<file path="config.mk">
export PLATFORM = sky130hd
export DESIGN_NAME = sequence_generator
export DESIGN_NICKNAME = d
export VERILOG_FILES = /design/src/rtl/seq_gen_pkg.sv /design/src/rtl/sequence_generator_piso.sv /design/src/rtl/sequence_generator.sv
export SDC_FILE = /design/constraint.sdc
export NUM_CORES = 1
export LEC_CHECK = 0
export CAP_MARGIN = 20
export CORE_UTILIZATION = 25
export CTS_CLUSTER_DIAMETER = 60
export CTS_CLUSTER_SIZE = 20
export DETAILED_ROUTE_END_ITERATION = 7
export DONT_BUFFER_PORTS = 1
export GPL_TIMING_DRIVEN = 1
export PLACE_DENSITY_LB_ADDON = 0.05
export SLEW_MARGIN = 20
export SYNTH_ARGS = -nofsm -noshare
export SYNTH_HDL_FRONTEND = slang
export SYNTH_SLANG_ARGS = --single-unit
</file>
<file path="constraint.sdc">
create_clock -name clk -period 3.4 [get_ports clk]
set_input_delay 0.51 -clock clk [delete_from_list [all_inputs] [get_ports clk]]
set_output_delay 0.51 -clock clk [all_outputs]
set_load 0.05 [all_outputs]
</file>
<file path="src/rtl/seq_gen_pkg.sv">
// Shared types and default widths for the serial pattern transmitter.
// The PARITY state is used only when SEQ_GEN_PARITY_EN is defined.
package seq_gen_pkg;

   localparam int PAT_W_DEF = 4;
   localparam int CNT_W_DEF = 4;

   typedef enum logic [1:0] {
      IDLE   = 2'd0,
      SEND   = 2'd1,
      PARITY = 2'd2,
      DONE   = 2'd3
   } state_e;

   // Debug view: FSM state plus the current shift-register MSB.
   typedef struct packed {
      state_e state;
      logic   shreg_msb;
   } seq_dbg_t;

endpackage

</file>
<file path="src/rtl/sequence_generator_piso.sv">
// Parallel-in serial-out shift register (MSB first) with load priority over shift.
// nxt_msb_o exposes the MSB the register will hold after the coming edge.
module seq_piso #(
   parameter int W = 4
) (
   input  logic         clk,
   input  logic         rst_n,
   input  logic         load_i,
   input  logic         shift_i,
   input  logic [W-1:0] data_i,
   output logic         msb_o,
   output logic         nxt_msb_o
);

   logic [W-1:0] sh_q, sh_d;

   always_comb begin
      sh_d = sh_q;
      if (load_i) begin
         sh_d = data_i;
      end else if (shift_i) begin
         sh_d = {sh_q[W-2:0], 1'b0};
      end
   end

   always_ff @(posedge clk or negedge rst_n) begin
      if (!rst_n) begin
         sh_q <= '0;
      end else begin
         sh_q <= sh_d;
      end
   end

   assign msb_o     = sh_q[W-1];
   assign nxt_msb_o = sh_d[W-1];

endmodule

</file>
<file path="src/rtl/sequence_generator.sv">
// Serial pattern transmitter: sends a latched pattern MSB-first, count times.
// Defining SEQ_GEN_PARITY_EN appends an even-parity bit after every repetition.
module sequence_generator
   import seq_gen_pkg::*;
#(
   parameter int PAT_W = PAT_W_DEF,
   parameter int CNT_W = CNT_W_DEF
) (
   input  logic             clk,
   input  logic             reset,
   input  logic             start,
   input  logic [PAT_W-1:0] pattern,
   input  logic [CNT_W-1:0] count,
   output logic             out,
   output logic             valid,
   output logic             busy,
   output logic             done,
   output seq_dbg_t         dbg_o
);

   localparam int BW = (PAT_W > 1) ? $clog2(PAT_W) : 1;

   state_e           state_q, state_d;
   logic [PAT_W-1:0] pat_q, pat_d;
   logic [CNT_W-1:0] rep_q, rep_d;
   logic [BW-1:0]    bit_q, bit_d;
   logic             out_q, out_d, valid_q, valid_d, busy_q, busy_d, done_q, done_d;
   logic             load, shift, sh_msb, nxt_msb;
   logic [PAT_W-1:0] load_data;

   // The first load takes the live input; every reload takes the latched copy.
   assign load_data = (state_q == IDLE) ? pattern : pat_q;

   seq_piso #(.W(PAT_W)) u_piso (
      .clk       (clk),
      .rst_n     (reset),
      .load_i    (load),
      .shift_i   (shift),
      .data_i    (load_data),
      .msb_o     (sh_msb),
      .nxt_msb_o (nxt_msb)
   );

   always_comb begin
      state_d = state_q;
      pat_d   = pat_q;
      rep_d   = rep_q;
      bit_d   = bit_q;
      load    = 1'b0;
      shift   = 1'b0;
      case (state_q)
         IDLE: begin
            if (start) begin
               if (count != '0) begin
                  state_d = SEND;
                  pat_d   = pattern;
                  rep_d   = count;
                  bit_d   = BW'(PAT_W - 1);
                  load    = 1'b1;
               end else begin
                  state_d = DONE;
               end
            end
         end
         SEND: begin
            if (bit_q == '0) begin
               bit_d = BW'(PAT_W - 1);
               load  = 1'b1;
`ifdef SEQ_GEN_PARITY_EN
               state_d = PARITY;
`else
               if (rep_q == CNT_W'(1)) begin
                  state_d = DONE;
               end else begin
                  rep_d = rep_q - CNT_W'(1);
               end
`endif
            end else begin
               bit_d = bit_q - BW'(1);
               shift = 1'b1;
            end
         end
`ifdef SEQ_GEN_PARITY_EN
         PARITY: begin
            if (rep_q == CNT_W'(1)) begin
               state_d = DONE;
            end else begin
               rep_d   = rep_q - CNT_W'(1);
               state_d = SEND;
            end
         end
`endif
         DONE:    state_d = IDLE;
         default: state_d = IDLE;
      endcase
   end

   // Outputs are registered from the next state so they line up with it.
   always_comb begin
      out_d   = 1'b0;
      valid_d = 1'b0;
      busy_d  = 1'b0;
      done_d  = 1'b0;
      case (state_d)
         SEND: begin
            out_d   = nxt_msb;
            valid_d = 1'b1;
            busy_d  = 1'b1;
         end
`ifdef SEQ_GEN_PARITY_EN
         PARITY: begin
            out_d   = ^pat_q;
            valid_d = 1'b1;
            busy_d  = 1'b1;
         end
`endif
         DONE:    done_d = 1'b1;
         default: ;
      endcase
   end

   always_ff @(posedge clk or negedge reset) begin
      if (!reset) begin
         state_q <= IDLE;
         pat_q   <= '0;
         rep_q   <= '0;
         bit_q   <= '0;
         out_q   <= 1'b0;
         valid_q <= 1'b0;
         busy_q  <= 1'b0;
         done_q  <= 1'b0;
      end else begin
         state_q <= state_d;
         pat_q   <= pat_d;
         rep_q   <= rep_d;
         bit_q   <= bit_d;
         out_q   <= out_d;
         valid_q <= valid_d;
         busy_q  <= busy_d;
         done_q  <= done_d;
      end
   end

   assign out             = out_q;
   assign valid           = valid_q;
   assign busy            = busy_q;
   assign done            = done_q;
   assign dbg_o.state     = state_q;
   assign dbg_o.shreg_msb = sh_msb;

endmodule

</file>
# After elaboration in Yosys (flattened, before gate mapping)
# Cells that the tools add are included.
[word_totals] out_inout_bits=7 in_bits=11 regBits=19 elab_cells=53
[op_classes] add_sub_neg=2 n_mux=26 n_reduce_logical=8 eq_ne=8
[op_table] cell="$mux 4" count=7
[op_table] cell="$mux 2" count=7
[op_table] cell="$mux 1" count=8
[op_table] cell="$pmux 2 s2" count=2
[op_table] cell="$pmux 4 s2" count=1
[op_table] cell="$ne 2x2->1 const B" count=3
[op_table] cell="$reduce_and 3->1" count=2
[op_table] cell="$reduce_and 5->1" count=1
[op_table] cell="$eq 2x1->1 const B" count=2
[op_table] cell="$eq 4x1->1 const B" count=1
[op_table] cell="$logic_not 2->1" count=2
[op_table] cell="$reduce_bool 2->1" count=2
[op_table] cell="$reduce_bool 4->1" count=1
[op_table] cell="$sub 4x1->4 const B" count=1
[op_table] cell="$eq 2x2->1 const B" count=1
[op_table] cell="$ne 2x1->1 const B" count=1
[op_table] cell="$pmux 1 s2" count=1
[op_table] cell="$sub 2x1->2 const B" count=1

# Longest topological paths before layout
# Gate-level depths: netlist of run 1.
[depth] word_depth=6 depth_mapped=6 depth_no_buf=6

# Cells and area by module
# From an unflattened synthesis of run 1, not the netlist that was laid out.
[hier_totals] hier_cells=100 hier_area_um2=1041.0
[modules_own_cells] module="sequence_generator" instances=1 cells_per_inst=84 area_each_um2=869.6 seq_area_each_um2=375.4
[modules_own_cells] module="seq_piso" instances=1 cells_per_inst=16 area_each_um2=171.4 seq_area_each_um2=100.1

# Worst setup path after synthesis of run 1
# No wires, ideal clock.
[synth_path] kind="register to register" from="reg state_q[1]" to="reg rep_q[2]" n_path_buf=1 setup_time_ps=119 path_slack_ps=1545 t_arrival_ps=1736 stages_incl_launch_ff=6 synth_period_minus_slack_ps=1855 path_cell_list="dfrtp_1 > and2b_1 > buf_2 > o22ai_1 > nand2_1 > o21a_1"
[synth_between] elab_chain_cells=3 elab_cells_between_ends=9 cone_classes="eq/ne (5); mux (1); reduce/logical (3)"
[synth_rtl] element="start: declaration" line_no="sequence_generator.sv:23" source="state_e state_q, state_d;"
[synth_rtl] element="start signal: assignment" line_no="sequence_generator.sv:133" source="state_q <= state_d;"
[synth_rtl] element="$eq 2x1->1 / $logic_not 2->1 (equally long branches)" line_no="sequence_generator.sv:51" source="case (state_q)"
[synth_rtl] element="$ne 2x2->1 (no line) (tied with other cells)"
[synth_rtl] element="$reduce_and 5->1 (no line)"
[synth_rtl] element="end signal: assignment" line_no="sequence_generator.sv:135" source="rep_q <= rep_d;"
[synth_rtl] element="end: declaration" line_no="sequence_generator.sv:25" source="logic [CNT_W-1:0] rep_q, rep_d;"
# Parallel ways exist; a longest one is shown, timed or not.
# A chain may end at the register's enable or synchronous reset.

# Worst setup path in the final report of run 1
# Ends and elaborated chain as after synthesis.

==> results.yml, run 1 <==
status:
  status: "complete, no violations"
global_route:
  track_usage_pct: 11.0
  met3_usage_pct: 4.82
  grt_pass1_wl_um: 3280
  gr-usage-met1_pct: 12.6
  grt_pass1_vias: 654
  antenna_found_initial: 0
  overflow: 0
  top_usage_layer: "met2"
  grt_max_degree: 20
  use_met2_pct: 18.0
pwr:
  ir_drop_v: 0.000195
  powerDensity_nw_per_um2: 860
  p_leak_nw: 0.446
clocking:
  cts_resized: 0
  post_cts_buffers: 0
  clk_pin_slew_worst_paths_ns: 0.07
  cts-root-buf: "clkbuf_8"
  clockBufferDepth: 2
  cts_tree: "yes"
  cts_sinks: 19
  cts_buffers: 3
  clk-insertion-delay-late_ns: 0.25
  cts_htree_levels: 1
synthesis:
  synth_edf_count: 0
  synth.distinct_cells: 27
  ys_ff_latch: 19
  synth_warnings: 0
  synth_area_per_cell_um2: 11.0
  syn_inst: 87
  ys.flop_type: "dfrtp_1"
  ys_seq_area_share_pct: 49.6
  async_flop_share_pct: 100
  synth_fp_nets: 101
  synth_area_um2: 958
placement:
  place.gp.congestion: 0.762
  place_ws_ns: 1.44
  dp_hpwl_um: 1450
  portBuffers: 0
sta:
  finalHoldViolations: 0
  fin_crit_ns: 1.98
  setup_tns_ns: 0
  slew_headroom_pct: 39.5
  worst_slew_pin_slew_ns: 0.905
  max_freq_ghz: 0.506
  whs_ns: 0.404
  setup_viol: 0
  maxSlewViolCount: 0
  setup_ws_ns: 1.42
  rsz0062_at_grt: "no"
  min_period_over_period_pct: 58.1
  fin_skew_ns: 0.00248
floorplanning:
  core_area_um2: 3660
  floorplan.rows: 22
  die_height_um: 63.9
  die_area_um2: 4090
  io_pins: 18
  die_w_um: 63.9
  initial_core_util_pct: 26.2
setup_path:
  cp-start-kind: "flip-flop"
  r2r_end: "rep_q[2]$_DFFE_PN0P_"
  cp.required_ns: 3.55
  r2r-start: "state_q[1]$_DFF_PN0_"
  r2r_slack_ns: 1.42
  worstRegToRegCells: 4
  path_class: "flip-flop to flip-flop"
  cp_max_fo: 12
  end_kind: "flip-flop"
  arrival_ns: 2.13
final_layout:
  mostFrequentLayoutCells: "dfrtp_1, mux2i_1, o21ai_0"
  final_common_cell: "dfrtp_1"
  drive_gt1_share_pct: 12.4
  utilization_pct: 28.8
  fin_nets: 104
  diodes: 0
  area_delta_synth_final_pct: 9.92
worst_hold_path:
  hold_depth: 1
  hold-path-endpoint: "pat_q[0]$_DFFE_PN0P_"
  min_from: "pattern[0]"
  hold_path_class: "input port to flip-flop"
detailed_routing:
  vias: 666
  drcViolationCount: 0
  drt_iter0_drc: 65
  vias_per_cell: 4.86
  ant_nets: 0
  dr.pass1.iters: 4
  routed_wirelength_um: 1970
  wl_per_cell_um: 14.4
flow_run:
  drv_cap: 0
==> layout make-up <==
cell class | count | area (um^2)
Clock buffer | 4 | 45.0
Fill cell | 384 | 2610
Inverter | 5 | 18.8
Multi-Input combinational cell | 60 | 444
Sequential cell | 19 | 475
Tap cell | 48 | 60.1
Timing Repair Buffer | 1 | 10.0
==> critical path, stage by stage, from the launching register on <==
cell and delay [ns]:
dfrtp_1 0.72, and2b_1 0.39, o22ai_1 0.38, nand2_1 0.17
o21a_1 0.20
==> worst max path at each step <==
stage / startpoint / endpoint / slack [ns]
after floorplan: state_q[1]$_DFF_PN0_ / rep_q[2]$_DFFE_PN0P_ / 1.54
after global placement: count[1] / out$_DFF_PN0_ / 1.44
after detailed placement: state_q[1]$_DFF_PN0_ / out$_DFF_PN0_ / 1.44
after CTS: state_q[1]$_DFF_PN0_ / out$_DFF_PN0_ / 1.42
after global routing: state_q[1]$_DFF_PN0_ / out$_DFF_PN0_ / 1.22
final: state_q[1]$_DFF_PN0_ / rep_q[2]$_DFFE_PN0P_ / 1.42
==> per-stage QoR <==
stage / cell area (um^2) / power, mW / cells
CTS: 1050 / 0.920 / 137
global route: 1050 / 0.988 / 137
detailed placement: 998 / 0.750 / 132
global placement: 998 / 0.758 / 132
floorplan: 958 / 0.692 / 87
finish: 1050 / 0.906 / 137
==> where the power goes <==
group / internal, mW / switching [mW]
logic: 0.159 / 0.169
clock network: 0.0833 / 0.0740
registers: 0.313 / 0.107
==> flip-flops by register name, summed over array words and instances, names as in the netlist <==
name / cells
bit_q: 2
busy: 1
done: 1
out: 1
pat_q: 4
rep_q: 4
state_q: 2
u_piso.sh_q: 4
==> cells in the mapped netlist (3+ instances only) <==
master,number,share of area (%)
a22oi_1,3,2.3
ha_1,3,3.9
nor2_1,3,1.2
nand2_1,5,2.0
nand3_1,3,1.6
dfrtp_1,19,50
a21oi_1,5,2.6
o21ai_0,7,3.7
inv_1,5,2.0
mux2i_1,7,7.3
mux2_2,4,4.7
nor3b_1,3,2.3
==> per-layer routing <==
| layer | share of wire, % | up-vias |
|---|---|---|
| met3 | 7.5 | 2 |
| met4 | 1.2 | 0 |
| li1 | - | 322 |
| met1 | 44 | 321 |
| met5 | 0 | - |
| met2 | 48 | 21 |
==> cell families (layout without fill, tap and decap cells) <==
group / after synthesis / in the layout / share of synthesized area, %
muxes: 11 / 11 / 12.0
and+or+nand+nor: 22 / 22 / 13.1
buffers and inverters: 8 / 10 / 4.05
DFF: 19 / 19 / 49.6
adders and majority gates: 3 / 3 / 3.92
AOI/OAI and AO/OA: 24 / 24 / 17.4
==> repair_timing <==
| action | CTS | global route |
|---|---|---|
| setup endpoints to repair | 0 | 0 |
| hold buffers | 1 | 0 |
| hold endpoints to repair | 19 | 0 |
Power figures use the tool's default switching activity.
==> run 2: changes to the inputs <==
Clock period 3.4 ns to 1.99 ns, I/O delays scaled along.
==> results.yml, run 2 (same netlist as run 1, synthesis figures left out) <==
floorplanning:
  io_pins: 18
  floorplan.rows: 22
  die_area_um2: 4090
  die_w_um: 63.9
  initial_core_util_pct: 26.2
  core_area_um2: 3660
  die_height_um: 63.9
pwr:
  ir_drop_v: 0.000314
  p_leak_nw: 0.483
  powerDensity_nw_per_um2: 1440
sta:
  max_freq_ghz: 0.571
  worst_slew_pin_slew_ns: 0.892
  rsz0062_at_grt: "no"
  finalHoldViolations: 0
  fin_skew_ns: 0.00338
  slew_headroom_pct: 40.3
  min_period_over_period_pct: 88.0
  setup_tns_ns: 0
  whs_ns: 0.184
  fin_crit_ns: 1.75
  setup_viol: 0
  maxSlewViolCount: 0
clocking:
  clk_pin_slew_worst_paths_ns: 0.08
  post_cts_buffers: 0
  cts_htree_levels: 1
  cts_tree: "yes"
  cts_hold_buffers: 1
  cts_resized: 0
  cts_sinks: 19
  clockBufferDepth: 2
  cts_buffers: 3
  clk-insertion-delay-late_ns: 0.26
  cts-root-buf: "clkbuf_8"
detailed_routing:
  ant_nets: 0
  vias_per_cell: 4.56
  dr.pass1.iters: 4
  drcViolationCount: 0
  drt_iter0_drc: 27
  vias: 657
  routed_wirelength_um: 2080
  wl_per_cell_um: 14.4
status:
  status: "complete, no violations"
global_route:
  grt_pass1_vias: 705
  grt_pass1_wl_um: 3590
  overflow: 0
  grt_max_degree: 20
  track_usage_pct: 11.7
  antenna_found_initial: 0
setup_path:
  path_class: "flip-flop to flip-flop"
  crit_buf_inv: 1
  cp_slowest_stage_delay_ns: 0.47
  cp.required_ns: 2.16
  cp-start-kind: "flip-flop"
  path_delay_family: "simple AND/OR/NAND/NOR gates"
  cp_max_fo: 9
  slowest_stage: "dfrtp_1"
  path_cells: "and2b_1 > buf_4 > a32oi_4 > mux2i_1 > nor3b_1"
  end_kind: "flip-flop"
  arrival_ns: 1.92
flow_run:
  drv_cap: 0
final_layout:
  multi_input_area_um2: 444
  fillCellCount: 384
  largestRegisters: "pat_q: 4 flops, rep_q: 4 flops, u_piso.sh_q: 4 flops"
  final_common_cell: "dfrtp_1"
  seqCellArea_um2: 475
  drive_gt1_share_pct: 19.8
  area_delta_synth_final_pct: 15.5
  mostFrequentLayoutCells: "dfrtp_1, mux2i_1, o21ai_0, buf_4"
  diodes: 0
  fin_nets: 111
placement:
  place.gp.congestion: 0.785
  portBuffers: 0
  dp_hpwl_um: 1530
worst_hold_path:
  hold_path_class: "input port to flip-flop"
-- run 2: final timing paths --
kind	start	end	slack, ns	cells past startpoint
setup / recovery	state_q[1]$_DFF_PN0_	out$_DFF_PN0_	0.24	5
hold / removal	pattern[1]	pat_q[1]$_DFFE_PN0P_	0.18	1
setup reg to reg	state_q[1]$_DFF_PN0_	out$_DFF_PN0_	0.24	5
hold reg to reg	bit_q[0]$_DFFE_PN0P_	bit_q[0]$_DFFE_PN0P_	0.50	1
max in group asynchronous	reset	rep_q[1]$_DFFE_PN0P_	0.84	1
min in group asynchronous	reset	out$_DFF_PN0_	0.61	1
-- run 2: routing by layer --
layer	wire, um	share of wire (%)	GRT usage [%]
met5	0	0	0
met3	98	4.7	2.14
met2	860	41	16.4
met1	1080	52	17.0
met4	39	1.9	5.97
-- run 2: power by group --
part	switching [mW]	internal [mW]	total [mW]
sequential	0.114	0.536	0.650
clock	0.137	0.139	0.276
combinational	0.365	0.302	0.666
-- run 2: layout make-up --
| class | count | area share (%) |
|---|---|---|
| multi-input cells | 60 | 40.1 |
| clock inverters | 1 | 0.452 |
| well taps | 48 | 5.42 |
| repair buffers | 8 | 5.65 |
| inverters | 5 | 1.69 |
| clock buffers | 3 | 3.73 |
| flip-flops and latches | 19 | 42.9 |
-- run 2: metrics by stage --
step / cell area (um^2) / total power [mW] / util, % / cells / setup WS, ns
after floorplan: 958 / 1.18 / - / 87 / 0.135
after global placement: 1050 / 1.32 / 28.7 / 139 / 0.208
after detailed placement: 1050 / 1.32 / 28.7 / 139 / 0.266
after CTS: 1110 / 1.61 / 30.2 / 144 / 0.233
after global routing: 1110 / 1.74 / 30.2 / 144 / 0.0507
final: 1110 / 1.59 / 30.2 / 144 / 0.240
